[config.mk]
export PLATFORM = sky130hd
export DESIGN_NAME = seg_scan_ctrl
export DESIGN_NICKNAME = d
export VERILOG_FILES = /design/src/rtl/seg_scan_ctrl_pkg.sv /design/src/rtl/seg_scan_ctrl_hex.sv /design/src/rtl/seg_scan_ctrl.sv
export SDC_FILE = /design/constraint.sdc
export NUM_CORES = 1
export LEC_CHECK = 0
export ABC_CLOCK_PERIOD_IN_PS = 6800
export BUFFER_PORTS_ARGS = -buffer_cell sky130_fd_sc_hd__buf_2
export CAP_MARGIN = 40
export CORE_ASPECT_RATIO = 1.2
export CORE_UTILIZATION = 61
export DETAILED_ROUTE_END_ITERATION = 8
export MAX_ROUTING_LAYER = met4
export PLACE_DENSITY = 0.83
export SYNTH_ARGS = -nofsm -noshare
export SYNTH_HDL_FRONTEND = slang
export SYNTH_SLANG_ARGS = --single-unit
[constraint.sdc]
create_clock -name clk -period 6.8 [get_ports clk]
set_input_delay 1.36 -clock clk [delete_from_list [all_inputs] [get_ports clk]]
set_output_delay 1.36 -clock clk [all_outputs]
set_load 0.01 [all_outputs]
[src/rtl/seg_scan_ctrl_pkg.sv]
// Shared constants for the multiplexed 7-segment scanner: segment encodings,
// brightness phase count and the scan sequencer state type.
package seg_scan_ctrl_pkg;

  localparam logic [6:0] SEG_BLANK  = 7'h7F;
  localparam int         NUM_PHASES = 16;

  // Active-low gfedcba patterns, entry 15 (F) first so SEG_HEX[n] is digit n.
  localparam logic [15:0][6:0] SEG_HEX = {
    7'h0E, 7'h06, 7'h21, 7'h46, 7'h03, 7'h08, 7'h10, 7'h00,
    7'h78, 7'h02, 7'h12, 7'h19, 7'h30, 7'h24, 7'h79, 7'h40
  };

  typedef enum logic {
    ST_INIT = 1'b0,
    ST_SCAN = 1'b1
  } scan_state_e;

endpackage

[src/rtl/seg_scan_ctrl_hex.sv]
// Hex nibble to active-low 7-segment pattern, purely combinational.
module seg_hex_decoder
  import seg_scan_ctrl_pkg::*;
(
  input  logic [3:0] nib_i,
  output logic [6:0] seg_o
);

  assign seg_o = SEG_HEX[nib_i];

endmodule

[src/rtl/seg_scan_ctrl.sv]
// Multiplexed common-anode 7-segment scan controller with PWM brightness,
// anti-ghost blanking, leading-zero suppression and per-frame snapshots.
//
// state   | meaning
// ST_INIT | first cycle after reset release: take the initial snapshot
// ST_SCAN | free-running cyc/phase/digit scan, snapshot on digit wrap
module seg_scan_ctrl
  import seg_scan_ctrl_pkg::*;
#(
  parameter int NUM_DIGITS = 8,
  parameter int PHASE_CYC  = 390
) (
  input  logic                    clk,
  input  logic                    rst_n,
  input  logic [4*NUM_DIGITS-1:0] data_i,
  input  logic [NUM_DIGITS-1:0]   dp_i,
  input  logic [NUM_DIGITS-1:0]   mask_i,
  input  logic [3:0]              bright_i,
  input  logic                    lz_en_i,
  output logic [6:0]              seg_o,
  output logic                    dp_o,
  output logic [NUM_DIGITS-1:0]   en_o,
  output logic                    frame_o
);

  localparam int DW = (NUM_DIGITS > 1) ? $clog2(NUM_DIGITS) : 1;
  localparam int CW = (PHASE_CYC > 1) ? $clog2(PHASE_CYC) : 1;

  scan_state_e             state_q, state_d;
  logic [CW-1:0]           cyc_q, cyc_d;
  logic [3:0]              phase_q, phase_d;
  logic [DW-1:0]           dig_q, dig_d;
  logic                    snap_take;

  logic [4*NUM_DIGITS-1:0] data_s_q;
  logic [NUM_DIGITS-1:0]   dp_s_q, mask_s_q;
  logic [3:0]              bright_s_q;
  logic                    lz_s_q;

  logic [6:0]              seg_q, seg_d, seg_dec;
  logic                    dp_q, dp_d, frame_q;
  logic [NUM_DIGITS-1:0]   en_q, en_d, sup;
  logic                    zero_run, digit_on;

  always_comb begin
    state_d   = state_q;
    cyc_d     = cyc_q;
    phase_d   = phase_q;
    dig_d     = dig_q;
    snap_take = 1'b0;
    case (state_q)
      ST_INIT: begin
        snap_take = 1'b1;
        state_d   = ST_SCAN;
      end
      ST_SCAN: begin
        if (cyc_q == CW'(PHASE_CYC - 1)) begin
          cyc_d   = '0;
          phase_d = phase_q + 4'd1;
          if (phase_q == 4'(NUM_PHASES - 1)) begin
            if (dig_q == DW'(NUM_DIGITS - 1)) begin
              dig_d     = '0;
              snap_take = 1'b1;
            end else begin
              dig_d = dig_q + DW'(1);
            end
          end
        end else begin
          cyc_d = cyc_q + CW'(1);
        end
      end
      default: state_d = ST_INIT;
    endcase
  end

  // A digit is suppressed when it and every digit to its left is a bare zero.
  always_comb begin
    sup      = '0;
    zero_run = 1'b1;
    for (int k = NUM_DIGITS - 1; k >= 1; k--) begin
      zero_run = zero_run & (data_s_q[4*k +: 4] == 4'h0) & ~dp_s_q[k];
      sup[k]   = lz_s_q & zero_run;
    end
  end

  seg_hex_decoder u_dec (
    .nib_i (data_s_q[{dig_q, 2'b00} +: 4]),
    .seg_o (seg_dec)
  );

  assign digit_on = (phase_q != 4'd0) && (phase_q <= bright_s_q) &&
                    !mask_s_q[dig_q] && !sup[dig_q];

  always_comb begin
    en_d = '1;
    if (digit_on) en_d[dig_q] = 1'b0;
    seg_d = digit_on ? seg_dec : SEG_BLANK;
    dp_d  = digit_on ? ~dp_s_q[dig_q] : 1'b1;
  end

  always_ff @(posedge clk or negedge rst_n) begin
    if (!rst_n) begin
      state_q    <= ST_INIT;
      cyc_q      <= '0;
      phase_q    <= '0;
      dig_q      <= '0;
      data_s_q   <= '0;
      dp_s_q     <= '0;
      mask_s_q   <= '0;
      bright_s_q <= '0;
      lz_s_q     <= 1'b0;
      seg_q      <= SEG_BLANK;
      dp_q       <= 1'b1;
      en_q       <= '1;
      frame_q    <= 1'b0;
    end else begin
      state_q <= state_d;
      cyc_q   <= cyc_d;
      phase_q <= phase_d;
      dig_q   <= dig_d;
      if (snap_take) begin
        data_s_q   <= data_i;
        dp_s_q     <= dp_i;
        mask_s_q   <= mask_i;
        bright_s_q <= bright_i;
        lz_s_q     <= lz_en_i;
      end
      seg_q   <= seg_d;
      dp_q    <= dp_d;
      en_q    <= en_d;
      frame_q <= snap_take;
    end
  end

  assign seg_o   = seg_q;
  assign dp_o    = dp_q;
  assign en_o    = en_q;
  assign frame_o = frame_q;

endmodule

; Yosys cells after proc, flatten, opt, wreduce, memory -nomap -nowiden
; Memory sizes are Yosys's and may differ from the RTL's.
; Index checks and enable logic that the tools add are counted.
[word_totals]
n_memories = 1
word_cells = 89
input_bits = 55
romBits = 112
register_bits = 87
[mem_list]
columns = memory, depth, width, rd, rd_ports_with_merged_regs, wr, line_no
row1 = (no name shown), 16, 7, 1, 0, 0, seg_scan_ctrl_hex.sv:9  ; assign seg_o = SEG_HEX[nib_i];
[classes]
shift = 1
bitwise_logic = 30
reduce_logical = 16
order_cmp = 4
n_addsub = 3
n_mux = 18
eq_ne = 3
[op_table]
columns = cell, count
row1 = indexed part select 32 x 6 -> 4 bit, 1
row2 = zero test 4 bit, 7
row3 = AND 1 bit, 20
row4 = two-way mux 7 bit, 2
row5 = adder 9 x 1 -> 9 bit (second input constant), 1
row6 = binary-select mux 1 bit (select 3 bit), 3
row7 = == test 9 bit (second input constant), 1
row8 = two-way mux 9 bit, 1
row9 = inverter 1 bit, 9
row10 = two-way mux 1 bit, 8
row11 = two-way mux 8 bit, 1
row12 = inverter 8 bit, 1
row13 = less-than comparator 4 x 5 -> 1 bit (second input constant), 1
row14 = adder 4 x 1 -> 4 bit (second input constant), 1
row15 = == test 4 bit (second input constant), 1
row16 = less-or-equal comparator 4 bit, 1
row17 = logical AND 1 bit, 4
row18 = less-than comparator 3 x 4 -> 1 bit (second input constant), 1
row19 = nonzero test 4 bit, 1
row20 = adder 3 x 1 -> 3 bit (second input constant), 1
row21 = demux 1 bit (select 3 bit), 1
row22 = == test 3 bit (second input constant), 1
row23 = greater-or-equal comparator 3 x 1 -> 1 bit (second input constant), 1
row24 = two-way mux 3 bit, 1
row25 = 4 further kinds, 5

; Longest topological paths before layout
; Gate-level depths: netlist of run 1.
[logic_depth]
ltp_word = 20
ltp_mapped = 10
ltp_nobuf = 8

; Hierarchy
; A second synthesis of run 1 with hierarchy kept.
[unflattened]
hier_cells = 360
area_unflattened_um2 = 4605.7
[modules_own_cells]
columns = module, instances, cells_each, seq_area_each_um2, area_each_um2
row1 = seg_scan_ctrl, 1, 329, 2197.1, 4344.2
row2 = seg_hex_decoder, 1, 31, 0.0, 261.5

; Worst setup path after synthesis of run 1
; OpenSTA, ideal clock, no wires.
[synth_timing]
path_kind = register to register
from = register dig_q[2]
to = register seg_q[3], in the netlist seg_o[3]
setup_slack_ns = 4.661
required_time_ns = 6.704
period_less_slack_ns = 2.139
arrival_ns = 2.043
n_path_buf = 2
path_stages_with_launch = 10
setup_ns = 0.096
path_cell_list = dfrtp_1 buf_6 buf_2 mux4_2 o21ai_1 inv_1 ha_1 mux2_2 nor2_1 o21ai_0
[synth_between]
elab_chain_len = 6
elab_cells_between_ends = 12
classes_between = shift (1) / mux (6) / reduce/logical (4) / memory (1)
[synth_rtl]
columns = item, line_no
row1 = start: declaration, seg_scan_ctrl.sv:32  ; logic [DW-1:0] dig_q, dig_d;
row2 = start signal: assignment, seg_scan_ctrl.sv:120  ; dig_q <= dig_d;
row3 = "parallel branches: the longest is 5 deep, another holds memory (16 x 7 bit)", -
row4 = two-way mux 7 bit (*), seg_scan_ctrl.sv:97  ; seg_d = digit_on ? seg_dec : SEG_BLANK;
row5 = named net seg_d[3], seg_scan_ctrl.sv:40  ; logic [6:0] seg_q, seg_d, seg_dec;
row6 = end signal: assignment, seg_scan_ctrl.sv:128  ; seg_q <= seg_d;
row7 = end: declaration, seg_scan_ctrl.sv:40
; Mark *: on every way through the listed nets, which the timed path passes. The select of a mux whose other input is x is not followed.
; A chain may end at the register's enable or synchronous reset.

; Worst setup path in the final report of run 1
[layout_timing]
from = register dig_q[1]
to = register data_s_q[26]
[layout_between]
elab_chain_len = 5
[layout_rtl]
columns = item, line_no
row1 = == test 3 bit, seg_scan_ctrl.sv:61  ; if (dig_q == DW'(NUM_DIGITS - 1)) begin
row2 = two-way mux 1 bit, seg_scan_ctrl.sv:61
row3 = two-way mux 1 bit, seg_scan_ctrl.sv:60  ; if (phase_q == 4'(NUM_PHASES - 1)) begin
row4 = two-way mux 1 bit, seg_scan_ctrl.sv:57  ; if (cyc_q == CW'(PHASE_CYC - 1)) begin
row5 = case mux 1 bit (2 select lines), seg_scan_ctrl.sv:51  ; case (state_q)
row6 = end signal: assignment, seg_scan_ctrl.sv:122  ; data_s_q <= data_i;
row7 = end: declaration, seg_scan_ctrl.sv:35  ; logic [4*NUM_DIGITS-1:0] data_s_q;
; Every way passes these cells.

==> flow_metrics.tcl, run 1 <==
set metrics [dict create \
    status "finished clean" \
    antenna_found_initial 0 \
    grt_max_degree 46 \
    leakagePower_nw 2.15 \
    crit_type "reg -> reg" \
    post-cts-setup-buffers 0 \
    drt-met1-wl_mm 3.63 \
    drc 0 \
    die_h_um 94.1 \
    coreArea_um2 6850 \
    synthArstFlopShare_pct 100 \
    cts_inserted_buffers 9 \
    grtUsageTotal_pct 25.8 \
    yosys_warnings 0 \
    die_area_um2 7410 \
    h-tree-depth 3 \
    clock_sinks 87 \
    setup_ws_ps 3980 \
    place_inst 491 \
    num_antenna_cells 0 \
    reg2reg_depth 6 \
    synth-seq-cells 87 \
    final-max-slew-violation-count 0 \
    cts_root_buffer "clkbuf_8" \
    die_width_um 78.7 \
    timing.fmax_mhz 355 \
    avgSynthCellArea_um2 12.4 \
    max_slew.worst_pin.slew_ps 914 \
    overflow 0 \
    switching_share_pct 26.9 \
    synth_area_leaders "dfrtp_1 (41%), mux2_2 (11%), dfstp_2 (9.8%)" \
    num_vias 2900 \
    setup_violations 0 \
    first_pass_iters 4 \
    r2r_start "dig_q[1]$_DFFE_PN0P_" \
    power_frac_seq_pct 54.1 \
    area_growth_syn_to_layout_pct 13.0 \
    ant_nets 0 \
    clock_latency_ps 360 \
    nFillCells 510 \
    layout_min_cycle_time_ps 2820 \
    dp_hpwl_mm 6.17 \
    crit_path_start "dig_q[1]$_DFFE_PN0P_" \
    cp.arrival_ps 3070 \
    hp-start "cyc_q[5]$_DFFE_PN0P_" \
    fin_skew_ps 10.6 \
    rows 33 \
    combPwrFrac_pct 13.6 \
    hold_buffers 0 \
    r2r-end "data_s_q[26]$_DFFE_PN0P_" \
    drive_above_1_share_pct 41.9 \
    clk_pin_slew_ps 90 \
    crit_required_ps 7050 \
    synth-edff-count 0 \
    place.gp.congestion 0.885 \
    ys_seq_area_share_pct 51.0 \
    cts_tree "yes" \
    wl_met3_um 360 \
    worstHoldPathType "reg -> reg" \
    stdcell_area_um2 4870 \
    crit_slowest_cell "dfrtp_1" \
    vias_per_cell 5.72 \
    ioPinCount 72 \
    p_per_area_nw_per_um2 229 \
    synth.top_cell.area_share_pct 41.2 \
    slew_headroom_pct 37.3 \
    final_util_pct 71.1 \
    ys_types 57 \
    fin_hold_ws_ps 499 \
    initial_core_util_pct 62.9 \
    syn_area_um2 4310 \
    path_max_fanout 36 \
    maxCapViolCount 0 \
    synth_ff_type "dfrtp_1" \
    cts_resized 0 \
    synth_top_cell_by_area "dfrtp_1" \
    post-route-period-util_pct 41.5 \
    power.switching_uw 299 \
    finalSetupTns_ps 0 \
    finalWirelength_mm 8.36 \
    cpPeakStageDelay_ps 810 \
    nets 486 \
    drt_iter0_drc 163 \
    crit_chain "ha_1 > ha_1 > nand3_2 > nand2_2 > buf_4 > mux2_2" \
    power_mw 1.11 \
    critPathMostFrequentCell "ha_1" \
    ff2ff_setup_slack_ps 3980 \
    clk_path_buf_depth 2 \
    syn_nets 419 \
    first_global_vias 2926 \
    syn-instance-count 348 \
    fin_cells 507 \
    route.met2.wl_mm 4.15 \
    place_ws_ps 3980 \
    start_kind "flip-flop" \
    grt_first_pass_wirelength_mm 14.0 \
    routed.top_layer "met4" \
    p_int_uw 815 \
    port_buffers 71 \
    hold_violations 0 \
    routedWlPerCell_um 16.5 \
    place_area_um2 4670 \
    vdd_drop_max_mv 0.207 \
    worst_hold_path.endpoint "cyc_q[5]$_DFFE_PN0P_" \
    rsz0062_at_grt "false" \
    holdPathStages 1 \
    endpoint_kind "flip-flop" \
    p_clk_share_pct 32.2 \
]
synth_stat cells (3+ instances only):
library cell,count
mux4_2,5
nand2b_1,3
nor2b_1,3
buf_4,5
dfrtp_1,71
mux2i_1,11
dfstp_2,16
buf_6,5
mux2_2,42
o31ai_1,3
o211ai_1,3
buf_2,5
xor2_1,3
xnor2_1,5
and2_1,3
ha_1,16
nor2_1,15
mux2_4,11
and3_1,3
nand3_1,9
a21oi_1,4
nor3_1,7
nand2_1,26
o22ai_1,4
o21ai_0,13
nand4_1,5
inv_1,12
power by group through the flow:
stage	logic [mW]	clock network [mW]	registers (mW)
floorplan	0.112	0	0.598
global placement	0.144	0	0.610
detailed placement	0.153	0	0.612
CTS	0.154	0.365	0.603
global route	0.169	0.387	0.609
finish	0.152	0.359	0.603
worst max-delay path: cells and delay by family (launching register included):
family / cells / cell delay [ps]
adders and majority gates: 2 / 460
buffers and inverters: 1 / 530
and+or+nand+nor: 2 / 480
muxes: 1 / 400
DFF: 1 / 810
placed cells by master (no fill, tap or decap), types with 4 or more instances in the layout:
cell / instances
mux2_2: 42
dfrtp_1: 71
clkbuf_8: 9
nand2_1: 26
mux4_2: 5
nor3_1: 7
dfstp_2: 16
nor2_1: 15
mux2_4: 11
o22ai_1: 4
nand4_1: 5
buf_2: 70
ha_1: 16
mux2i_1: 11
xnor2_1: 5
nand3_1: 9
a21oi_1: 4
o21ai_0: 13
inv_1: 12
cells by family (layout without fill, tap and decap cells):
family / count (synthesis) / in the layout / synth area share, %
multiplexers: 71 / 71 / 20.5
AND/OR/NAND/NOR: 89 / 89 / 10.7
AO/OA/AOI/OAI: 44 / 44 / 6.88
flip-flops: 87 / 87 / 51.0
buffers and inverters: 32 / 104 / 4.61
XOR/XNOR: 8 / 8 / 1.63
adder cells (fa/ha/maj): 16 / 16 / 4.64
other: 1 / 1 / 0.0870
flip-flops by register name, indices dropped and copies added (netlist names), 3 cells and up:
name        count
mask_s_q        8
dig_q           3
seg_o           7
data_s_q       32
phase_q         4
en_o            8
bright_s_q      4
cyc_q           9
dp_s_q          8
routing by layer:
layer,vias up,GRT usage (%)
met3,21,4.66
met1,1417,32.8
met4,0,12.0
met2,90,40.1
met5,-,-
li1,1372,-
worst max path at each step:
stage / depth (start not counted) / slack, ps / end
3_5_place_dp: 6 / 3980 / data_s_q[25]$_DFFE_PN0P_
4_1_cts: 6 / 3980 / mask_s_q[1]$_DFFE_PN0P_
3_3_place_gp: 5 / 3950 / data_s_q[2]$_DFFE_PN0P_
6_report: 6 / 3980 / data_s_q[26]$_DFFE_PN0P_
2_1_floorplan: 9 / 4660 / seg_o[3]$_DFF_PN1_
5_1_grt: 6 / 3780 / data_s_q[2]$_DFFE_PN0P_
layout make-up:
class | count | area, µm² | area share (%)
clock buffer | 9 | 124 | 2.54
timing repair buffer | 74 | 400 | 8.22
sequential | 87 | 2200 | 45.1
tap | 87 | 109 | 2.23
inverter | 14 | 52.6 | 1.08
multi-input combinational | 229 | 1920 | 39.3
clock inverter | 7 | 72.6 | 1.49
(Power assumes the default switching activity.)
==> run 2, diff against run 1 <==
Settings changed: ABC_AREA from default to 1, ABC_CLOCK_PERIOD_IN_PS 6800 to 2900, CORE_UTILIZATION 61 to 57, PLACE_DENSITY 0.83 to 0.78.
Clock period 6.8 ns to 2.9 ns, I/O delays scaled along.
==> flow_metrics.tcl, run 2 <==
set metrics [dict create \
    status "finished clean" \
    drive_above_1_share_pct 18.2 \
    layout_min_cycle_time_ps 2160 \
    hold_violations 0 \
    ant_nets 0 \
    overflow 0 \
    coreArea_um2 7660 \
    largest_reg_flops 32 \
    cp.buffers_inverters 2 \
    ioPinCount 72 \
    synth.top_cell.area_share_pct 39.4 \
    final_cell_mix "nand2_1 (260), nand3_1 (73), dfrtp_1 (71), buf_2 (70), nor2_1 (38)" \
    first_pass_iters 5 \
    first_global_vias 3664 \
    h-tree-depth 3 \
    reg_top3 "data_s_q: 32 flops, cyc_q: 9 flops" \
    initial_core_util_pct 58.8 \
    synthTopCellsByCount "nand2_1 (260), nand3_1 (73), dfrtp_1 (71)" \
    nets 726 \
    grt_first_pass_wirelength_mm 17.0 \
    antenna_found_initial 0 \
    final-max-slew-violation-count 0 \
    post-cts-setup-buffers 0 \
    cp.arrival_ps 2460 \
    endpoint_kind "flip-flop" \
    rows 35 \
    num_vias 3989 \
    rsz0062_at_grt "false" \
    cpPeakStageDelay_ps 520 \
    p_int_mw 1.89 \
    layout.cells.most_common "nand2_1" \
    drt_iter0_drc 359 \
    vias_per_cell 5.30 \
    synth-edff-count 0 \
    grtUsageTotal_pct 26.7 \
    port_buffers 71 \
    place_ws_ps 771 \
    ff2ff_setup_slack_ps 740 \
    crit_chain "inv_2 > nand2_1 > nand2_1 > nand2_1 > nand2_1 > nand2_1 > nand2_1 > inv_1 > ha_1 > nand2_1 > nor2_1 > nor2_1 > nand2_1" \
    regMostFlops "data_s_q" \
    synth.most_common_cell "nand2_1" \
    syn_area_um2 4510 \
    cts_tree "yes" \
    ys_types 31 \
    crit_family "simple AND/OR/NAND/NOR gates" \
    die_area_um2 8270 \
    dp_hpwl_mm 7.10 \
    start_kind "flip-flop" \
    die_h_um 99.4 \
    fin_skew_ps 13.4 \
    drc 0 \
    syn_nets 663 \
    clock_sinks 87 \
    post-route-period-util_pct 74.4 \
    crit_required_ps 3200 \
    timing.fmax_mhz 464 \
    syn-instance-count 592 \
    maxCapViolCount 0 \
    finalWirelength_mm 9.91 \
    finalSetupTns_ps 0 \
    synthArstFlopShare_pct 100 \
    critPathMostFrequentCell "nand2_1" \
    synth_ff_type "dfrtp_1" \
    combPwrFrac_pct 14.7 \
    place.gp.congestion 0.978 \
    setup_ws_ps 743 \
    r2r_start "dig_q[0]$_DFFE_PN0P_" \
    switching_share_pct 29.2 \
    hold_buffers 0 \
    clock_latency_ps 380 \
    synth-seq-cells 87 \
    synth_top_cell_by_area "dfrtp_1" \
    worstHoldPathType "in -> async" \
    clk_path_buf_depth 2 \
    power.switching_uw 780 \
    path_max_fanout 26 \
    grt_max_degree 64 \
    power_frac_seq_pct 52.7 \
    area_growth_syn_to_layout_pct 13.0 \
    ys_seq_area_share_pct 48.8 \
    clk_pin_slew_ps 90 \
    cts_resized 0 \
    place_inst 736 \
    fin_cells 752 \
    p_per_area_nw_per_um2 525 \
    cts_root_buffer "clkbuf_8" \
    slew_headroom_pct 58.2 \
    num_antenna_cells 0 \
    nFillCells 672 \
    setup_violations 0 \
    reg2reg_depth 13 \
    routedWlPerCell_um 13.2 \
    crit_path_start "dig_q[0]$_DFFE_PN0P_" \
    avgSynthCellArea_um2 7.61 \
    cts_inserted_buffers 9 \
    leakagePower_nw 2.74 \
    crit_slowest_cell "dfrtp_1" \
    yosys_warnings 0 \
    vdd_drop_max_mv 0.358 \
    r2r-end "seg_o[5]$_DFF_PN1_" \
    synth_area_leaders "dfrtp_1 (39%), nand2_1 (22%), dfstp_2 (9.3%)" \
    max_slew.worst_pin.slew_ps 626 \
    die_width_um 83.2 \
    crit_type "reg -> reg" \
    p_clk_share_pct 32.5 \
]
-- run 2: cell types whose count changed in the layout (fill, tap and decap cells not counted), moves of 4 or more --
| cell | before | now |
|---|---|---|
| inv_1 | 12 | 36 |
| inv_2 | 1 | 5 |
| mux2_2 | 42 | 0 |
| mux2_4 | 11 | 0 |
| mux2i_1 | 11 | 0 |
| mux4_2 | 5 | 0 |
| nand2_1 | 26 | 260 |
| nand3_1 | 9 | 73 |
| nor2_1 | 15 | 38 |
| o21ai_1 | 1 | 7 |
| xnor2_1 | 5 | 0 |
-- run 2: kinds of logic after synthesis --
group / Yosys count / synth area share [%]
other cells: 1 / 0.0832
buf+inv: 65 / 6.47
fa+ha+maj: 16 / 4.44
compound gates: 30 / 3.47
flops: 87 / 48.8
simple gates: 389 / 36.0
xor+xnor: 4 / 0.777
-- run 2: metrics by stage --
| stage | utilization, % | power (mW) | instance area [µm²] | hold WS (ps) |
|---|---|---|---|---|
| after CTS | 66.4 | 2.68 | 5090 | 240 |
| final | 66.4 | 2.67 | 5090 | 208 |
| after floorplan | - | 1.68 | 4510 | 284 |
| after global routing | 66.4 | 2.82 | 5090 | 269 |
| after global placement | 63.8 | 1.80 | 4890 | 497 |
| after detailed placement | 63.8 | 1.82 | 4890 | 510 |
-- run 2: per-layer routing --
layer  global-route usage (%)  part of all wire [%]
met3                     4.07                   5.1
met1                     35.9                    45
met4                     11.4                   2.5
met5                        -                     0
met2                     40.8                    47
-- run 2: worst reg2reg max path: stages (launching register included) --
cell     delay (ps)
dfrtp_1         520
inv_2           390
nand2_1         100
nand2_1          70
nand2_1          50
nand2_1          70
nand2_1          40
nand2_1         170
inv_1           110
ha_1            240
nand2_1          80
nor2_1           40
nor2_1          140
nand2_1          70
-- run 2: how the worst max path moves through the flow --
stage | endpoint | slack [ps] | cells past startpoint
after detailed placement | seg_o[5]$_DFF_PN1_ | 770 | 13
final | seg_o[5]$_DFF_PN1_ | 740 | 13
after global placement | seg_o[3]$_DFF_PN1_ | 860 | 13
after floorplan | seg_o[3]$_DFF_PN1_ | 1180 | 14
after global routing | seg_o[5]$_DFF_PN1_ | 530 | 13
after CTS | seg_o[5]$_DFF_PN1_ | 770 | 13
-- run 2: area by class of cell --
cell class	instances	area, µm²	share of cell area [%]
multi-input combinational	440	2020	39.6
tap	92	115	2.26
clock buffer	11	141	2.78
inverter	41	154	3.02
clock inverter	5	58.8	1.15
timing repair buffer	76	408	8.01
sequential	87	2200	43.1
-- run 2: power groups by stage --
stage               Sequential [mW]  Clock, mW  Combinational, mW
floorplan                      1.40          0              0.280
detailed placement             1.43          0              0.393
global route                   1.42      0.934              0.461
CTS                            1.41      0.876              0.397
finish                         1.41      0.870              0.394
global placement               1.42          0              0.378
==> run 3, diff against run 2 <==
Settings changed: ABC_AREA 1 to 0, ABC_CLOCK_PERIOD_IN_PS 2900 to 1850, CORE_UTILIZATION 57 to 51, PLACE_DENSITY 0.78 to 0.74.
Clock period 2.9 ns to 1.85 ns, I/O delays scaled along.
==> flow_metrics.tcl, run 3 (synthesized netlist as in run 1, its figures left out) <==
set metrics [dict create \
    status "finished, violations left" \
    violations "setup timing" \
    cp.arrival_ps 2340 \
    dp_hpwl_mm 7.04 \
    cts_tree "yes" \
    rows 36 \
    antenna_found_initial 0 \
    gr-usage-met1_pct 30.3 \
    hold_violations 0 \
    grt_util_met2_pct 38.5 \
    place.gp.congestion 0.895 \
    slew_headroom_pct 60.8 \
    first_global_vias 3217 \
    finalWirelength_mm 10.8 \
    combPwrFrac_pct 21.4 \
    switching_share_pct 28.3 \
    drc 0 \
    clk_path_buf_depth 2 \
    coreArea_um2 8150 \
    grtUsageTotal_pct 24.0 \
    nets 556 \
    area_growth_syn_to_layout_pct 38.2 \
    setup_ws_ps -183 \
    path_max_fanout 6 \
    regMostFlops "data_s_q" \
    ioPinCount 72 \
    largest_reg_flops 32 \
    clock_latency_ps 370 \
    layout.cells.most_common "buf_2" \
    crit_type "reg -> reg" \
    die_width_um 85.9 \
    use_met3_pct 4.72 \
    overflow 0 \
    routedWlPerCell_um 17.8 \
    max_slew.worst_pin.slew_ps 587 \
    die_h_um 103 \
    clock_sinks 87 \
    worstHoldPathType "in -> reg" \
    num_vias 3230 \
    fin_skew_ps 9.67 \
    p_per_area_nw_per_um2 721 \
    vias_per_cell 5.35 \
    crit_path_start "dig_q[0]$_DFFE_PN0P_" \
    drive_above_1_share_pct 57.1 \
    grt_first_pass_wirelength_mm 15.5 \
    die_area_um2 8830 \
    setup_violations 67 \
    endpoint_kind "flip-flop" \
    power.switching_mw 1.22 \
    final-max-slew-violation-count 0 \
    vdd_drop_max_mv 0.499 \
    final_cell_mix "buf_2 (70), dfrtp_1 (68), mux2_4 (52), buf_4 (52), nand2_1 (24)" \
    reg_top3 "data_s_q: 32 flops, cyc_q: 9 flops" \
    p_int_mw 3.08 \
    clk_pin_slew_ps 80 \
    num_antenna_cells 0 \
    start_kind "flip-flop" \
    h-tree-depth 3 \
    fin_hold_ws_ps 211 \
    timing.fmax_mhz 492 \
    initial_core_util_pct 52.9 \
    cts_root_buffer "clkbuf_8" \
    rsz0062_at_grt "true" \
    crit_required_ps 2150 \
    power_mw 4.30 \
    power_frac_seq_pct 51.4 \
    grt.busiest_layer "met2" \
    leakagePower_nw 2.77 \
    grt_max_degree 49 \
    r2r_start "dig_q[0]$_DFFE_PN0P_" \
    port_buffers 71 \
    p_clk_share_pct 27.2 \
    post-route-period-util_pct 110 \
    layout_min_cycle_time_ps 2030 \
    hp-start "bright_i[2]" \
    ant_nets 0 \
    first_pass_iters 4 \
    drt_iter0_drc 144 \
    maxCapViolCount 0 \
    cts_inserted_buffers 9 \
]
## run 3: changes by cell type in the layout (fill, tap and decap cells not counted), sizes merged, moves of 7 or more
cell   delta
nand3    -65
mux2i    +11
buf      +62
nor2     -23
inv      -28
mux2     +55
o21ai     -7
nand2   -235
## run 3: timing repair
| item | CTS | global route |
|---|---|---|
| pin swaps | 7 | 9 |
| buffers inserted | 4 | 5 |
| gates cloned | 0 | 7 |
| hold buffers | 1 | 0 |
| gates resized for setup | 53 | 49 |
| hold endpoints to repair | 12 | 0 |
| setup endpoints to repair | 67 | 68 |
## run 3: power groups by stage
| stage | sequential (mW) | clock, mW | combinational [mW] |
|---|---|---|---|
| after floorplan | 2.20 | 0 | 0.422 |
| after global placement | 2.22 | 0 | 0.717 |
| after detailed placement | 2.23 | 0 | 0.740 |
| after CTS | 2.19 | 1.18 | 0.803 |
| after global routing | 2.22 | 1.27 | 0.985 |
| final | 2.21 | 1.17 | 0.919 |
## run 3: path summary, 6_finish.rpt
check,endpoint,slack [ps],cells after the start
setup reg to reg,seg_o[1]$_DFF_PN1_,-180,9
hold / removal,bright_s_q[2]$_DFFE_PN0P_,210,3
hold reg to reg,mask_s_q[1]$_DFFE_PN0P_,520,1
min in group asynchronous,bright_s_q[2]$_DFFE_PN0P_,410,2
max in group asynchronous,seg_o[3]$_DFF_PN1_,820,3
setup / recovery,seg_o[1]$_DFF_PN1_,-180,9
## run 3: layout make-up
class	count	area (µm²)
Inverter	14	52.6
Fill cell	533	2200
Tap cell	114	143
Clock buffer	10	128
Timing Repair Buffer	143	1070
Clock inverter	6	37.5
Sequential cell	87	2200
Multi-Input combinational cell	230	2320
## run 3: per-stage QoR
| stage | utilization (%) | instances | instance area [µm²] | setup WS [ps] | TNS [ps] |
|---|---|---|---|---|---|
| floorplan | - | 348 | 4340 | -98.0 | -1030 |
| global placement | 63.2 | 571 | 5150 | -138 | -4660 |
| detailed placement | 63.2 | 571 | 5150 | -176 | -6310 |
| CTS | 68.3 | 592 | 5570 | -119 | -3780 |
| global route | 73.1 | 604 | 5960 | -301 | -10540 |
| finish | 73.1 | 604 | 5960 | -183 | -6400 |
## run 3: per-layer routing
layer	vias up	part of all wire (%)
li1	1514	-
met1	1617	44
met2	76	51
met3	23	3.0
met4	0	2.2
met5	-	0
## run 3: worst max-delay path, cell delays in order, from the launching register on
cell and delay [ps]:
dfrtp_2 460, nor2b_1 160, buf_4 150, a221o_1 420, inv_2 140, buf_4 130
buf_4 100, nand2_1 80, a32oi_2 240, nand2_1 80
